### config.mk
export PLATFORM = sky130hd
export DESIGN_NAME = jk_ff_bank_flat
export DESIGN_NICKNAME = d
export VERILOG_FILES = /design/src/rtl/jk_pkg.sv /design/src/rtl/jk_ff_bank_if.sv /design/src/rtl/jk_sat_counter.sv /design/src/rtl/jk_ff_bank.sv /design/src/flat_wrapper.sv
export SDC_FILE = /design/constraint.sdc
export NUM_CORES = 1
export LEC_CHECK = 0
export CORE_ASPECT_RATIO = 1.2
export CORE_UTILIZATION = 48
export CTS_CLUSTER_SIZE = 14
export DETAILED_ROUTE_END_ITERATION = 10
export PLACE_DENSITY = 0.89
export SETUP_SLACK_MARGIN = 0.05
export SYNTH_ARGS = -nofsm -noshare
export SYNTH_HDL_FRONTEND = slang
export SYNTH_SLANG_ARGS = --single-unit
export TNS_END_PERCENT = 20
### constraint.sdc
create_clock -name clk -period 2.3 [get_ports clk]
set_input_delay 0.46 -clock clk [delete_from_list [all_inputs] [get_ports clk]]
set_output_delay 0.46 -clock clk [all_outputs]
set_load 0.03 [all_outputs]
### src/rtl/jk_pkg.sv
// Shared types and the per-bit next-state rule for the JK register bank.
package jk_pkg;

    typedef enum logic [1:0] {
        JK_MODE = 2'b00,
        SR_MODE = 2'b01,
        T_MODE  = 2'b10,
        D_MODE  = 2'b11
    } jk_mode_t;

    // Returns {q_next, illegal}; illegal only for S=R=1 in SR mode, where the bit holds.
    function automatic logic [1:0] jk_next(jk_mode_t mode, logic j, logic k, logic q);
        logic q_nxt;
        logic ill;
        q_nxt = q;
        ill   = 1'b0;
        case (mode)
            JK_MODE: begin
                case ({j, k})
                    2'b00:   q_nxt = q;
                    2'b01:   q_nxt = 1'b0;
                    2'b10:   q_nxt = 1'b1;
                    default: q_nxt = ~q;
                endcase
            end
            SR_MODE: begin
                case ({j, k})
                    2'b00:   q_nxt = q;
                    2'b01:   q_nxt = 1'b0;
                    2'b10:   q_nxt = 1'b1;
                    default: begin
                        q_nxt = q;
                        ill   = 1'b1;
                    end
                endcase
            end
            T_MODE:  q_nxt = j ? ~q : q;
            default: q_nxt = j;
        endcase
        return {q_nxt, ill};
    endfunction

endpackage

### src/rtl/jk_ff_bank_if.sv
// Control/data bundle for jk_ff_bank; master drives controls, slave returns state.
interface jk_ff_bank_if
    import jk_pkg::*;
#(
    parameter int WIDTH = 8,
    parameter int CNT_W = 8
);
    logic             en;
    jk_mode_t         mode;
    logic [WIDTH-1:0] j;
    logic [WIDTH-1:0] k;
    logic             load;
    logic [WIDTH-1:0] d;
    logic             clr_cnt;
    logic             clr_err;
    logic [WIDTH-1:0] q;
    logic [WIDTH-1:0] q_n;
    logic [WIDTH-1:0] changed;
    logic [CNT_W-1:0] chg_cnt;
    logic             sr_err;

    // No handshake: every control is level-qualified at each rising clock edge.
    modport master (
        output en, mode, j, k, load, d, clr_cnt, clr_err,
        input  q, q_n, changed, chg_cnt, sr_err
    );

    modport slave (
        input  en, mode, j, k, load, d, clr_cnt, clr_err,
        output q, q_n, changed, chg_cnt, sr_err
    );
endinterface

### src/rtl/jk_sat_counter.sv
// Saturating up-counter with synchronous clear; clear wins over increment.
module jk_sat_counter #(
    parameter int CNT_W = 8
) (
    input  logic             clk,
    input  logic             rst,
    input  logic             inc_i,
    input  logic             clr_i,
    output logic [CNT_W-1:0] cnt_o
);
    localparam logic [CNT_W-1:0] CNT_MAX = {CNT_W{1'b1}};

    logic [CNT_W-1:0] cnt_q;
    logic [CNT_W-1:0] cnt_d;

    always_comb begin
        cnt_d = cnt_q;
        if (clr_i) begin
            cnt_d = '0;
        end else if (inc_i && (cnt_q != CNT_MAX)) begin
            cnt_d = cnt_q + 1'b1;
        end
    end

    always_ff @(posedge clk or posedge rst) begin
        if (rst) begin
            cnt_q <= '0;
        end else begin
            cnt_q <= cnt_d;
        end
    end

    assign cnt_o = cnt_q;
endmodule

### src/rtl/jk_ff_bank.sv
// Bank of WIDTH mode-selectable JK cells with parallel load, change flags,
// saturating change-event counter and sticky SR-illegal flag.
module jk_ff_bank
    import jk_pkg::*;
#(
    parameter int               WIDTH     = 8,
    parameter logic [WIDTH-1:0] RESET_VAL = '0,
    parameter int               CNT_W     = 8
) (
    input logic         clk,
    input logic         rst,
    jk_ff_bank_if.slave bus
);
    logic [WIDTH-1:0] q_q;
    logic [WIDTH-1:0] q_d;
    logic [WIDTH-1:0] changed_q;
    logic             err_q;
    logic             err_d;
    logic [WIDTH-1:0] cell_d;
    logic [WIDTH-1:0] cell_ill;
    logic             sr_ill;
    logic             any_chg;

    for (genvar i = 0; i < WIDTH; i++) begin : g_cell
        logic [1:0] nxt;
        assign nxt         = jk_next(bus.mode, bus.j[i], bus.k[i], q_q[i]);
        assign cell_d[i]   = nxt[1];
        assign cell_ill[i] = nxt[0];
    end

    // load overrides en; illegal SR only counts when the cells are actually updating.
    always_comb begin
        q_d    = q_q;
        sr_ill = 1'b0;
        if (bus.load) begin
            q_d = bus.d;
        end else if (bus.en) begin
            q_d    = cell_d;
            sr_ill = |cell_ill;
        end
    end

    assign any_chg = |(q_d ^ q_q);
    assign err_d   = sr_ill | (err_q & ~bus.clr_err);

    always_ff @(posedge clk or posedge rst) begin
        if (rst) begin
            q_q       <= RESET_VAL;
            changed_q <= '0;
            err_q     <= 1'b0;
        end else begin
            q_q       <= q_d;
            changed_q <= q_d ^ q_q;
            err_q     <= err_d;
        end
    end

    jk_sat_counter #(
        .CNT_W(CNT_W)
    ) u_chg_cnt (
        .clk  (clk),
        .rst  (rst),
        .inc_i(any_chg),
        .clr_i(bus.clr_cnt),
        .cnt_o(bus.chg_cnt)
    );

    assign bus.q       = q_q;
    assign bus.q_n     = ~q_q;
    assign bus.changed = changed_q;
    assign bus.sr_err  = err_q;
endmodule

### src/flat_wrapper.sv
// flat-port wrapper written by rule: the top's interface ports become plain ports
module jk_ff_bank_flat import jk_pkg::*;
#(
    parameter int               WIDTH     = 8,
    parameter logic [WIDTH-1:0] RESET_VAL = '0,
    parameter int               CNT_W     = 8
)
  (clk, rst, bus_en, bus_mode, bus_j, bus_k, bus_load, bus_d, bus_clr_cnt, bus_clr_err, bus_q, bus_q_n, bus_changed, bus_chg_cnt, bus_sr_err);
  jk_ff_bank_if #(.WIDTH(WIDTH), .CNT_W(CNT_W)) bus_i ();
  input logic clk;
  input logic rst;
  input wire logic [$bits(bus_i.en)-1:0] bus_en;
  input wire logic [$bits(bus_i.mode)-1:0] bus_mode;
  input wire logic [$bits(bus_i.j)-1:0] bus_j;
  input wire logic [$bits(bus_i.k)-1:0] bus_k;
  input wire logic [$bits(bus_i.load)-1:0] bus_load;
  input wire logic [$bits(bus_i.d)-1:0] bus_d;
  input wire logic [$bits(bus_i.clr_cnt)-1:0] bus_clr_cnt;
  input wire logic [$bits(bus_i.clr_err)-1:0] bus_clr_err;
  output wire logic [$bits(bus_i.q)-1:0] bus_q;
  output wire logic [$bits(bus_i.q_n)-1:0] bus_q_n;
  output wire logic [$bits(bus_i.changed)-1:0] bus_changed;
  output wire logic [$bits(bus_i.chg_cnt)-1:0] bus_chg_cnt;
  output wire logic [$bits(bus_i.sr_err)-1:0] bus_sr_err;
  assign bus_i.en = bus_en;
  assign bus_i.mode = bus_mode;
  assign bus_i.j = bus_j;
  assign bus_i.k = bus_k;
  assign bus_i.load = bus_load;
  assign bus_i.d = bus_d;
  assign bus_i.clr_cnt = bus_clr_cnt;
  assign bus_i.clr_err = bus_clr_err;
  assign bus_q = bus_i.q;
  assign bus_q_n = bus_i.q_n;
  assign bus_changed = bus_i.changed;
  assign bus_chg_cnt = bus_i.chg_cnt;
  assign bus_sr_err = bus_i.sr_err;
  jk_ff_bank #(.WIDTH(WIDTH), .RESET_VAL(RESET_VAL), .CNT_W(CNT_W)) u_core (.clk(clk), .rst(rst), .bus(bus_i));
endmodule
Yosys cells after proc, flatten, opt, wreduce, memory -nomap -nowiden
Index checks and enable logic that the tools add are counted.
- register bits: 25
- bits of input ports: 32
- output and inout port bits: 33
- logic and storage cells: 112
- $add $sub $neg: 1
- equal/unequal tests: 19
- multiplexer cells: 54
- bitwise logic cells: 13
- reductions and logical operators: 21
- operator list (cell ; count):
    one-hot mux 1 bit (3 select lines) ; 16
    two-way mux 8 bit ; 4
    two-way mux 1 bit ; 26
    OR reduction 3 bit ; 8
    == test 2 x 1 -> 1 bit (second input constant) ; 9
    == test 2 bit (second input constant) ; 9
    zero test 2 bit ; 9
    one-hot mux 1 bit (2 select lines) ; 8
    OR reduction 8 bit ; 2
    NOT 1 bit ; 9
    adder 8 x 1 -> 8 bit (second input constant) ; 1
    inequality test 8 bit (second input constant) ; 1
    NOT 8 bit ; 1
    bitwise XOR 8 bit ; 1
    nonzero test 2 bit ; 1
    bitwise AND 1 bit ; 1
    logical AND 1 bit ; 1
    bitwise OR 1 bit ; 1

Logic depth before layout (Yosys ltp)
Gate-level depths: netlist of run 1.
- depth after elaboration: 10
- mapped depth: 12
- mapped depth without buffers: 10

Hierarchy
A second synthesis of run 1 with hierarchy kept.
- cell total of the unflattened synthesis: 250
- area, all modules: 2174.6 um^2
- modules (own cells, without submodules) (module ; instances ; cells an instance ; area an instance (um^2) ; seq. area each (um^2)):
    jk_ff_bank ; 1 ; 201 ; 1670.4 ; 425.4
    jk_sat_counter ; 1 ; 49 ; 504.2 ; 200.2

Worst setup path after synthesis of run 1
Ideal clock, no wire load.
- path type: input-to-reg
- from: input port bus_mode[1]
- to: register u_core.u_chg_cnt.cnt_q[1] (netlist: u_core.u_chg_cnt.cnt_o[1])
- setup time: 0.128 ns
- data arrival time: 2.686 ns
- data required time: 2.172 ns
- setup slack: -0.514 ns
- stages on the path: 11
- path buffers: 3
- cells stage by stage: buf_4 nor2b_4 buf_6 mux2_4 and4_1 a311o_1 or4_4 o21ai_2 buf_6 mux2i_1 nor2_1
- word-level cells in the longest chain between the ends: 8
- elaborated cells between the ends (all ways): 17
- those cells by class: eq/ne: 2; mux: 10; bitwise: 1; reduce/logical: 4
- ends and longest elaborated chain (element ; line ; RTL):
    from (decl) ; flat_wrapper.sv:13 ; input wire logic [$bits(bus_i.mode)-1:0] bus_mode;
    == test 2 bit (tied with other cells) ; jk_pkg.sv:17 ; case (mode)
    one-hot mux 1 bit (3 select lines) ; jk_pkg.sv:17 ;
    two-way mux 8 bit (*) ; jk_ff_bank.sv:37 ; end else if (bus.en) begin
    two-way mux 8 bit (*) ; jk_ff_bank.sv:35 ; if (bus.load) begin
    bitwise XOR 8 bit (*) ; jk_ff_bank.sv:43 ; assign any_chg = |(q_d ^ q_q);
    OR reduction 8 bit (*) ; jk_ff_bank.sv:43 ;
    logical AND 1 bit (*) ; jk_sat_counter.sv:20 ; end else if (inc_i && (cnt_q != CNT_MAX)) begin
    nonzero test 2 bit (no line) (*) ; n/a ;
    to (signal assigned) ; jk_sat_counter.sv:29 ; cnt_q <= cnt_d;
    to (decl) ; jk_sat_counter.sv:13 ; logic [CNT_W-1:0] cnt_q;
Mark *: on every way between the ends. The rest lies on a longest branch, timed or not.
A chain may end at the register's enable or synchronous reset.

Final worst setup path of run 1
- from: input port bus_mode[0]
- to: register u_core.u_chg_cnt.cnt_q[6] (netlist: u_core.u_chg_cnt.cnt_o[6])
Same word-level chain as after synthesis.

==> flow_metrics.env, run 1 <==
export IMPL_mostFrequentLayoutCells="sky130_fd_sc_hd__buf_4, sky130_fd_sc_hd__clkdlybuf4s50_1, sky130_fd_sc_hd__inv_1"
export IMPL_finalMaxSlewViolations=0
export IMPL_design_portCount=65
export IMPL_ctsHtreeMaxLevel=1
export IMPL_post_drt_via_cell_ratio=6.032
export IMPL_p_switching_mw=0.6153
export IMPL_port_buffers=64
export IMPL_numCtsBuffers=3
export IMPL_post_drt_wl_per_cell_um=18.66
export IMPL_cap_violations=0
export IMPL_cts_hold_fix_buffers=0
export IMPL_clk_latency_ps=290
export IMPL_post_synth_edffs=0
export IMPL_die_height_um=75.39
export IMPL_initialDrtViolationCount=221
export IMPL_clk_root_buffer_cell="sky130_fd_sc_hd__clkbuf_8"
export IMPL_max_slew_margin_rel_pct=72.16
export IMPL_cp_start_kind="input port"
export IMPL_globalRouteTotalUtil_pct=31.83
export IMPL_area_taken_by_multi_input_logic_gates_um2=1599
export IMPL_failed_checks="negative setup slack"
export IMPL_area_sequential_um2=625.6
export IMPL_first_pass_grt_wire_length_um=11700
export IMPL_dr_pass1_iters=5
export IMPL_chipWidth_um=63.16
export IMPL_route_vias_total=2612
export IMPL_clk_pin_slew_worst_paths_ps=90
export IMPL_critical_path_top_delay_family="buffers and inverters"
export IMPL_fin_crit_sh_pct=115.9
export IMPL_overflow=0
export IMPL_synthesized_area_per_cell_um2=8.192
export IMPL_most_area_consuming_cells_after_synthesis="sky130_fd_sc_hd__dfrtp_1, sky130_fd_sc_hd__ha_1, sky130_fd_sc_hd__inv_1"
export IMPL_die_area_um2=4762
export IMPL_synth_area_um2=2155
export IMPL_run_status="complete, but fails checks"
export IMPL_post_synth_top_area_cell="sky130_fd_sc_hd__dfrtp_1"
export IMPL_cellInternalPower_mw=0.9845
export IMPL_hold_path_class="input port to async pin"
export IMPL_clock_sink_count=25
export IMPL_sequentialPowerShare_pct=32.4
export IMPL_cts_max_path_buffers=2
export IMPL_timing_worst_setup_path_type="input port to register"
export IMPL_crit_arrival_ps=2830
export IMPL_fp_coreArea_um2=4294
export IMPL_worst_path_max_delay_cell="sky130_fd_sc_hd__a41oi_2"
export IMPL_synth_net_count=312
export IMPL_worst_tran_pin_value_ps=415.1
export IMPL_rsz_0062_raised_after_global_routing="true"
export IMPL_syn2layout_area_growth_pct=66.43
export IMPL_power_density_nw_per_um2=446.1
export IMPL_async_flop_share_pct=100.0
export IMPL_fillCellCount=233
export IMPL_grt_antenna_before_repair=0
export IMPL_worst_path_buf_inv=4
export IMPL_layout_commonest_cell="sky130_fd_sc_hd__buf_4"
export IMPL_ant_nets=0
export IMPL_row_count=26
export IMPL_tritoncts_clock_tree="done"
export IMPL_power_combinational_fraction_pct=50.4
export IMPL_synthCells=263
export IMPL_grt_max_degree=26
export IMPL_setup_slack_ps=-364.7
export IMPL_finalClockSkew_ps=7.815
export IMPL_synth_ff_latch_count=25
export IMPL_critical_path_top_cell_by_count="sky130_fd_sc_hd__buf_4"
export IMPL_power_share_switching_pct=38.46
export IMPL_critical_path_endpoint_type="register"
export IMPL_synthesis_yosys_warnings=0
export IMPL_wl_um=8081
export IMPL_drc_errors=0
export IMPL_critical_path_peak_fanout=21
export IMPL_fin_util_pct=83.51
export IMPL_final_total_pwr_mw=1.600
export IMPL_num_antenna_cells=0
export IMPL_worst_ep_required_time_ps=2460
export IMPL_finalWorstPathRequiredPeriod_ps=2665
export IMPL_yosys_area_top_type_share_pct=29.04
export IMPL_first_global_vias=2456
export IMPL_synth_lib_cells_used_distinct=49
export IMPL_place_detailed_hpwl_um=4766
export IMPL_drive_gt1_share_pct=36.07
export IMPL_globalplace_congestion=0.8388
export IMPL_setup_violations_final=8
export IMPL_clockPowerShare_pct=17.2
export IMPL_timing_final_hold_violations=0
export IMPL_achievable_frequency_mhz=375.3
export IMPL_design_final_nets=427
export IMPL_dominantRegCellSynth="sky130_fd_sc_hd__dfrtp_1"
export IMPL_cp_cell_sequence="buf_2 > buf_4 > nor4bb_2 > nor3_1 > buf_4 > o221ai_2 > a41oi_2 > nand4_1 > buf_4 > o2111ai_2 > mux2i_1 > nor2_1"
export IMPL_ir_worst_vdd_mv=0.2342
export IMPL_place_detailed_instances=417
export IMPL_initial_utilization_pct=50.17
export IMPL_synth_seq_area_share_pct=29.04
export IMPL_finish_cell_count_without_fillers=433
export IMPL_static_leakage_power_nw=1.677
export IMPL_max_stage_delay_ps=290
## path summary, 6_finish.rpt
path	cells after the start	to	slack (ps)	start
max reg2reg	9	u_core.u_chg_cnt.cnt_o[0]$_DFFE_PP0P_	-120	u_core.bus.q[4]$_DFF_PP0_
min reg2reg	2	u_core.bus.sr_err$_DFF_PP0_	570	u_core.bus.sr_err$_DFF_PP0_
max	12	u_core.u_chg_cnt.cnt_o[6]$_DFFE_PP0P_	-360	bus_mode[0]
min	3	u_core.u_chg_cnt.cnt_o[0]$_DFFE_PP0P_	510	rst
min in group clk	2	u_core.bus.sr_err$_DFF_PP0_	570	u_core.bus.sr_err$_DFF_PP0_
max in group asynchronous	3	u_core.bus.q[1]$_DFF_PP0_	1540	rst
## sequential cells by signal (all words and copies together), names as in the netlist
signal	count
u_core.bus.changed	8
u_core.bus.q	8
u_core.u_chg_cnt.cnt_o	8
u_core.bus.sr_err	1
## what timing repair did
item                                    4_1_cts  5_1_grt
gates cloned                                  1        0
endpoints found under the setup margin        8        8
gates resized for setup                      98        8
pin swaps                                    29        6
buffers inserted                             10        1
## tightest hold or removal path, cell delays in order
cell and delay (ps):
sky130_fd_sc_hd__clkdlybuf4s50_1 390, sky130_fd_sc_hd__inv_1 50, sky130_fd_sc_hd__buf_4 300
## routing by layer
metal	global-route usage, %	vias up	routed length (um)
li1	-	1154	-
met1	38.42	1231	3087
met2	54.60	178	3976
met3	1.796	49	531
met4	24.03	0	485
met5	0	-	0
## synthesized netlist by cell type (2+ instances only)
library cell	number
sky130_fd_sc_hd__mux2i_1	7
sky130_fd_sc_hd__o21ai_0	7
sky130_fd_sc_hd__a221oi_1	6
sky130_fd_sc_hd__a21o_1	5
sky130_fd_sc_hd__inv_1	41
sky130_fd_sc_hd__ha_1	17
sky130_fd_sc_hd__a211oi_1	6
sky130_fd_sc_hd__clkbuf_1	9
sky130_fd_sc_hd__nor2b_1	10
sky130_fd_sc_hd__nand2_1	10
sky130_fd_sc_hd__nor3b_1	2
sky130_fd_sc_hd__nand2b_1	7
sky130_fd_sc_hd__xnor2_1	4
sky130_fd_sc_hd__or2_2	5
sky130_fd_sc_hd__o22ai_1	3
sky130_fd_sc_hd__xor2_1	4
sky130_fd_sc_hd__o221ai_1	2
sky130_fd_sc_hd__a21oi_1	12
sky130_fd_sc_hd__and3_1	3
sky130_fd_sc_hd__dfrtp_1	25
sky130_fd_sc_hd__a31o_2	5
sky130_fd_sc_hd__buf_1	2
sky130_fd_sc_hd__a31oi_1	2
sky130_fd_sc_hd__a2bb2oi_1	2
sky130_fd_sc_hd__nand3_1	11
sky130_fd_sc_hd__nor4_1	7
sky130_fd_sc_hd__o21ai_1	12
sky130_fd_sc_hd__nor2_1	11
sky130_fd_sc_hd__or3_1	5
sky130_fd_sc_hd__buf_6	2
## area by class of cell
cell class              count  area share (%)
clock buffers               4           1.256
inverters                  41           4.361
multi-input cells         183           44.59
flip-flops and latches     25           17.45
well taps                  56           1.954
repair buffers            124           30.39
## logic make-up (layout without fill, tap and decap cells)
kind of cell	count (synthesis)	count (layout)	share of synthesized area, %
buf+inv	55	169	10.45
simple gates	78	78	20.56
xor+xnor	8	8	3.252
fa+ha+maj	17	17	9.872
mux	9	9	4.471
flops	25	25	29.04
compound gates	71	71	22.36
## metrics by stage
step	cell area (um^2)	worst slack, ps	hold WS, ps	TNS (ps)
2_1_floorplan	2158	-338.7	487.3	-2278
3_3_place_gp	3167	-854.2	540.8	-6437
3_5_place_dp	3167	-905.8	551.2	-7245
4_1_cts	3557	-217.3	538.0	-1439
5_1_grt	3586	-501.9	579.3	-2554
6_report	3586	-364.7	514.7	-1978
## power groups by stage
| stage | Combinational, mW | Sequential, mW | Clock (mW) |
|---|---|---|---|
| 2_1_floorplan | 0.261 | 0.606 | 0 |
| 3_3_place_gp | 0.647 | 0.520 | 0 |
| 3_5_place_dp | 0.665 | 0.522 | 0 |
| 4_1_cts | 0.751 | 0.515 | 0.260 |
| 5_1_grt | 0.848 | 0.523 | 0.283 |
| 6_report | 0.807 | 0.519 | 0.275 |
Power figures use the tool's default switching activity.
==> inputs of run 2 (changes only) <==
--- a/config.mk
+++ b/config.mk
@@ -5,11 +5,13 @@
 export SDC_FILE = /design/constraint.sdc
 export NUM_CORES = 1
 export LEC_CHECK = 0
+export CELL_PAD_IN_SITES_DETAIL_PLACEMENT = 0
+export CELL_PAD_IN_SITES_GLOBAL_PLACEMENT = 1
 export CORE_ASPECT_RATIO = 1.2
-export CORE_UTILIZATION = 48
+export CORE_UTILIZATION = 34
 export CTS_CLUSTER_SIZE = 14
 export DETAILED_ROUTE_END_ITERATION = 10
-export PLACE_DENSITY = 0.89
+export PLACE_DENSITY = 0.88
 export SETUP_SLACK_MARGIN = 0.05
 export SYNTH_ARGS = -nofsm -noshare
 export SYNTH_HDL_FRONTEND = slang
==> flow_metrics.env, run 2 (synthesis results as in run 1) <==
export IMPL_run_status="complete, but fails checks"
export IMPL_failed_checks="negative setup slack"
export IMPL_dr_pass1_iters=6
export IMPL_sequentialPowerShare_pct=33.6
export IMPL_tritoncts_clock_tree="done"
export IMPL_post_drt_wl_per_cell_um=13.55
export IMPL_num_antenna_cells=0
export IMPL_globalplace_congestion=0.8073
export IMPL_wl_um=6192
export IMPL_clk_pin_slew_worst_paths_ps=90
export IMPL_final_total_pwr_mw=1.529
export IMPL_worst_path_buf_inv=5
export IMPL_worst_tran_pin_value_ps=435.6
export IMPL_max_slew_margin_rel_pct=70.69
export IMPL_clk_latency_ps=260
export IMPL_row_count=31
export IMPL_cellInternalPower_mw=0.9850
export IMPL_drc_errors=0
export IMPL_cp_cell_sequence="buf_8 > buf_6 > or2b_1 > buf_4 > buf_12 > o21ai_0 > nor4_2 > o22ai_1 > nand4_1 > o21ai_4 > buf_6 > mux2i_1 > nor2_1"
export IMPL_initial_utilization_pct=35.38
export IMPL_setup_slack_ps=-193.6
export IMPL_finalSetupTns_ps=-1255
export IMPL_finish_cell_count_without_fillers=457
export IMPL_power_density_nw_per_um2=426.3
export IMPL_route_vias_total=2244
export IMPL_grt_antenna_before_repair=0
export IMPL_cts_max_path_buffers=2
export IMPL_fin_util_pct=58.91
export IMPL_overflow=0
export IMPL_timing_final_hold_violations=0
export IMPL_initialDrtViolationCount=111
export IMPL_first_pass_grt_wire_length_um=10320
export IMPL_cts_hold_fix_buffers=0
export IMPL_fp_coreArea_um2=6090
export IMPL_layout_commonest_cell="sky130_fd_sc_hd__buf_4"
export IMPL_crit_arrival_ps=2640
export IMPL_drive_gt1_share_pct=32.00
export IMPL_static_leakage_power_nw=1.674
export IMPL_place_detailed_hpwl_um=4573
export IMPL_power_share_switching_pct=35.59
export IMPL_syn2layout_area_growth_pct=66.49
export IMPL_critical_path_top_cell_by_count="sky130_fd_sc_hd__buf_6"
export IMPL_timing_worst_setup_path_type="input port to register"
export IMPL_reg2reg_setup_slack_ps=70
export IMPL_worst_path_max_delay_cell="sky130_fd_sc_hd__o21ai_0"
export IMPL_setup_violations_final=8
export IMPL_hold_path_class="input port to async pin"
export IMPL_ant_nets=0
export IMPL_die_area_um2=6661
export IMPL_mostFrequentLayoutCells="sky130_fd_sc_hd__buf_4, sky130_fd_sc_hd__clkdlybuf4s50_1, sky130_fd_sc_hd__inv_1"
export IMPL_fin_crit_sh_pct=108.4
export IMPL_worst_ep_required_time_ps=2450
export IMPL_design_final_nets=425
export IMPL_critical_path_peak_fanout=6
export IMPL_post_drt_via_cell_ratio=4.910
export IMPL_chipWidth_um=74.67
export IMPL_ctsHtreeMaxLevel=1
export IMPL_clk_root_buffer_cell="sky130_fd_sc_hd__clkbuf_8"
export IMPL_port_buffers=64
export IMPL_critical_path_endpoint_type="register"
export IMPL_rsz_0062_raised_after_global_routing="true"
export IMPL_numCtsBuffers=3
export IMPL_globalRouteTotalUtil_pct=19.89
export IMPL_finalMaxSlewViolations=0
export IMPL_finalWorstPathRequiredPeriod_ps=2494
export IMPL_max_stage_delay_ps=270
export IMPL_ir_worst_vdd_mv=0.1899
export IMPL_design_portCount=65
export IMPL_clock_sink_count=25
export IMPL_place_detailed_instances=442
export IMPL_fillCellCount=538
export IMPL_critical_path_top_delay_family="compound AO/OA/AOI/OAI gates"
export IMPL_finalClockSkew_ps=5.413
export IMPL_p_switching_mw=0.5444
export IMPL_hold_worst_slack_ps=533.1
export IMPL_power_combinational_fraction_pct=49.6
export IMPL_achievable_frequency_mhz=401.0
export IMPL_grt_max_degree=26
export IMPL_first_global_vias=2203
export IMPL_die_height_um=89.21
export IMPL_cap_violations=0
export IMPL_clockPowerShare_pct=16.8
export IMPL_cp_start_kind="input port"
## run 2: changes by cell type in the layout (fill, tap and decap cells not counted), moves of 2 or more
cell	previous run	this run
sky130_fd_sc_hd__clkbuf_2	2	0
sky130_fd_sc_hd__o21ai_2	5	1
sky130_fd_sc_hd__dlygate4sd2_1	12	10
sky130_fd_sc_hd__o22ai_2	3	1
sky130_fd_sc_hd__clkdlybuf4s15_2	0	3
sky130_fd_sc_hd__o21ai_1	9	12
sky130_fd_sc_hd__o22ai_1	0	2
sky130_fd_sc_hd__buf_12	1	3
sky130_fd_sc_hd__buf_4	54	49
## run 2: tightest hold or removal path, stage by stage
cell                              delay (ps)
sky130_fd_sc_hd__clkdlybuf4s50_1         390
sky130_fd_sc_hd__inv_1                    50
sky130_fd_sc_hd__buf_4                   300
## run 2: what timing repair did
action,in CTS,in global routing
buffers inserted,9,0
cloned,2,0
gates resized for setup,89,6
setup endpoints to repair,8,9
pin swaps,31,9
## run 2: path summary, 6_finish.rpt
kind | startpoint | end | cells past startpoint
max | bus_mode[1] | u_core.u_chg_cnt.cnt_o[1]$_DFFE_PP0P_ | 13
min | rst | u_core.bus.q[4]$_DFF_PP0_ | 3
max reg2reg | u_core.bus.q[5]$_DFF_PP0_ | u_core.u_chg_cnt.cnt_o[1]$_DFFE_PP0P_ | 8
min reg2reg | u_core.bus.sr_err$_DFF_PP0_ | u_core.bus.sr_err$_DFF_PP0_ | 2
max in group asynchronous | rst | u_core.bus.changed[2]$_DFF_PP0_ | 3
min in group clk | u_core.bus.sr_err$_DFF_PP0_ | u_core.bus.sr_err$_DFF_PP0_ | 2
## run 2: metal layers
metal	vias to the layer above	routed length, um	GRT usage (%)
met3	6	172	0.9019
li1	1149	-	-
met2	53	3143	34.64
met4	0	81	6.346
met1	1036	2794	26.26
met5	-	0	0
## run 2: area by class of cell
type                    count  area [um^2]  area share [%]
flip-flops and latches     25        625.6           17.44
well taps                  82        102.6           2.860
clock buffers               4        45.04           1.256
multi-input cells         183         1524           42.48
inverters                  41        153.9           4.290
repair buffers            122         1136           31.67
## run 2: through the flow
step,instance area (um^2),worst slack [ps]
floorplan,2158,-338.7
global placement,3217,-811.3
detailed placement,3217,-862.3
CTS,3561,-180.1
global route,3587,-340.1
finish,3587,-193.6
## run 2: power by group through the flow
stage	clock [mW]	sequential, mW	combinational, mW
final	0.257	0.514	0.759
after detailed placement	0	0.522	0.666
after global routing	0.287	0.521	0.820
after CTS	0.262	0.514	0.747
after floorplan	0	0.606	0.261
after global placement	0	0.523	0.657
==> inputs of run 3 (changes only) <==
--- a/config.mk
+++ b/config.mk
@@ -11,6 +11,7 @@
 export CORE_UTILIZATION = 34
 export CTS_CLUSTER_SIZE = 14
 export DETAILED_ROUTE_END_ITERATION = 10
+export MAX_ROUTING_LAYER = met4
 export PLACE_DENSITY = 0.88
 export SETUP_SLACK_MARGIN = 0.05
 export SYNTH_ARGS = -nofsm -noshare
==> flow_metrics.env, run 3 (synthesis results as in run 1) <==
export IMPL_die_area_um2=6661
export IMPL_met1_track_demand_over_resource_pct=26.47
export IMPL_overflow=0
export IMPL_grt_max_usage_layer="met2"
export IMPL_rr_startpoint="u_core.bus.q[5]$_DFF_PP0_"
export IMPL_cts_max_path_buffers=2
export IMPL_globalRouteTotalUtil_pct=20.49
export IMPL_worst_tran_pin_value_ps=437.7
export IMPL_p_switching_mw=0.5472
export IMPL_critical_path_endpoint_type="register"
export IMPL_dp_worst_setup_slack_ps=-862.3
export IMPL_max_stage_delay_ps=270
export IMPL_cap_violations=0
export IMPL_place_detailed_hpwl_um=4573
export IMPL_ctsHtreeMaxLevel=1
export IMPL_grt_max_degree=26
export IMPL_row_count=31
export IMPL_chipWidth_um=74.67
export IMPL_timing_worst_setup_path_type="input port to register"
export IMPL_max_slew_margin_rel_pct=70.55
export IMPL_clk_latency_ps=270
export IMPL_clock_sink_count=25
export IMPL_dr_pass1_iters=4
export IMPL_power_share_switching_pct=35.71
export IMPL_finalMaxSlewViolations=0
export IMPL_startpoint="bus_mode[1]"
export IMPL_cp_cell_sequence="buf_8 > buf_6 > or2b_1 > buf_4 > buf_12 > o21ai_0 > nor4_2 > o22ai_1 > nand4_1 > o21ai_4 > buf_6 > mux2i_1 > nor2_1"
export IMPL_wl_um=6240
export IMPL_design_final_nets=425
export IMPL_layout_commonest_cell="sky130_fd_sc_hd__buf_4"
export IMPL_worst_path_max_delay_cell="sky130_fd_sc_hd__o21ai_0"
export IMPL_numCtsBuffers=3
export IMPL_worst_r2r_path_depth=8
export IMPL_crit_arrival_ps=2650
export IMPL_critical_path_top_cell_by_count="sky130_fd_sc_hd__buf_6"
export IMPL_met3_capacity_usage_during_global_routing_pct=0.5637
export IMPL_drive_gt1_share_pct=32.00
export IMPL_clk_pin_slew_worst_paths_ps=90
export IMPL_route_vias_total=2242
export IMPL_first_global_vias=2204
export IMPL_clk_root_buffer_cell="sky130_fd_sc_hd__clkbuf_8"
export IMPL_initialDrtViolationCount=110
export IMPL_tritoncts_clock_tree="done"
export IMPL_finalWorstPathRequiredPeriod_ps=2498
export IMPL_first_pass_grt_wire_length_um=10320
export IMPL_globalplace_congestion=0.8191
export IMPL_post_drt_wl_per_cell_um=13.65
export IMPL_ant_nets=0
export IMPL_design_portCount=65
export IMPL_finalSetupTns_ps=-1316
export IMPL_power_combinational_fraction_pct=49.6
export IMPL_cts_hold_fix_buffers=0
export IMPL_critical_path_top_delay_family="compound AO/OA/AOI/OAI gates"
export IMPL_port_buffers=64
export IMPL_cellInternalPower_mw=0.9850
export IMPL_num_antenna_cells=0
export IMPL_run_status="complete, but fails checks"
export IMPL_worst_r2r_endpoint="u_core.u_chg_cnt.cnt_o[1]$_DFFE_PP0P_"
export IMPL_failed_checks="negative setup slack"
export IMPL_timing_final_hold_violations=0
export IMPL_drc_errors=0
export IMPL_sequentialPowerShare_pct=33.6
export IMPL_finalClockSkew_ps=6.722
export IMPL_mostFrequentLayoutCells="sky130_fd_sc_hd__buf_4, sky130_fd_sc_hd__clkdlybuf4s50_1, sky130_fd_sc_hd__inv_1"
export IMPL_power_density_nw_per_um2=427.2
export IMPL_setup_slack_ps=-198.0
export IMPL_critical_path_peak_fanout=6
export IMPL_grt_met2_usage_pct=34.64
export IMPL_initial_utilization_pct=35.38
export IMPL_rsz_0062_raised_after_global_routing="true"
export IMPL_die_height_um=89.21
export IMPL_setup_violations_final=8
export IMPL_worst_ep_required_time_ps=2450
export IMPL_achievable_frequency_mhz=400.3
export IMPL_static_leakage_power_nw=1.674
export IMPL_hold_worst_slack_ps=532.8
export IMPL_fillCellCount=538
export IMPL_fp_coreArea_um2=6090
export IMPL_grt_antenna_before_repair=0
export IMPL_fin_util_pct=58.91
export IMPL_reg2reg_setup_slack_ps=70
export IMPL_cp_start_kind="input port"
export IMPL_hold_path_class="input port to async pin"
export IMPL_clockPowerShare_pct=16.9
export IMPL_post_drt_via_cell_ratio=4.906
export IMPL_worst_path_buf_inv=5
export IMPL_fin_crit_sh_pct=108.6
export IMPL_syn2layout_area_growth_pct=66.49
export IMPL_final_total_pwr_mw=1.532
export IMPL_ir_worst_vdd_mv=0.1901
==> run 3: cell counts in the layout (fill, tap and decap cells not counted) <==
No cell type changed its count.
==> run 3: worst max path at each step <==
stage / to / slack [ps] / cells after the start
after detailed placement: u_core.u_chg_cnt.cnt_o[0]$_DFFE_PP0P_ / -860 / 12
final: u_core.u_chg_cnt.cnt_o[1]$_DFFE_PP0P_ / -200 / 13
after global routing: u_core.u_chg_cnt.cnt_o[0]$_DFFE_PP0P_ / -340 / 13
after floorplan: u_core.u_chg_cnt.cnt_o[1]$_DFFE_PP0P_ / -340 / 11
after CTS: u_core.u_chg_cnt.cnt_o[1]$_DFFE_PP0P_ / -180 / 12
after global placement: u_core.u_chg_cnt.cnt_o[0]$_DFFE_PP0P_ / -810 / 12
==> run 3: through the flow <==
step,std cells,area [um^2]
3_3_place_gp,442,3217
4_1_cts,457,3561
6_report,457,3587
5_1_grt,457,3587
2_1_floorplan,263,2158
3_5_place_dp,442,3217
==> run 3: area by class of cell <==
class	count	area [um^2]	share of cell area (%)
clock buffers	4	45.04	1.256
inverters	41	153.9	4.290
multi-input cells	183	1524	42.48
flip-flops and latches	25	625.6	17.44
well taps	82	102.6	2.860
repair buffers	122	1136	31.67
==> run 3: what timing repair did <==
action | in CTS | in global routing
pin swaps | 31 | 9
setup buffers | 9 | 0
cloned | 2 | 0
setup endpoints to repair | 8 | 9
resized for setup | 89 | 6
==> run 3: power by group through the flow <==
stage	clock network [mW]	logic, mW	registers (mW)
5_1_grt	0.287	0.819	0.521
2_1_floorplan	0	0.261	0.606
4_1_cts	0.262	0.747	0.514
6_report	0.258	0.760	0.515
3_5_place_dp	0	0.666	0.522
3_3_place_gp	0	0.657	0.523
==> run 3: per-layer routing <==
layer	share of wire [%]	up-vias
li1	-	1147
met1	46	1032
met2	50	57
met3	2.5	6
met4	1.3	0
met5	0	-
==> run 3: worst register-to-register path, cell delays in order (launching register included) <==
cell and delay [ps]:
sky130_fd_sc_hd__dfrtp_1 460, sky130_fd_sc_hd__nand2b_1 130, sky130_fd_sc_hd__a31oi_1 100, sky130_fd_sc_hd__a311o_1 380, sky130_fd_sc_hd__or4_4 510, sky130_fd_sc_hd__o21ai_4 200
sky130_fd_sc_hd__buf_6 130, sky130_fd_sc_hd__mux2i_1 160, sky130_fd_sc_hd__nor2_1 60
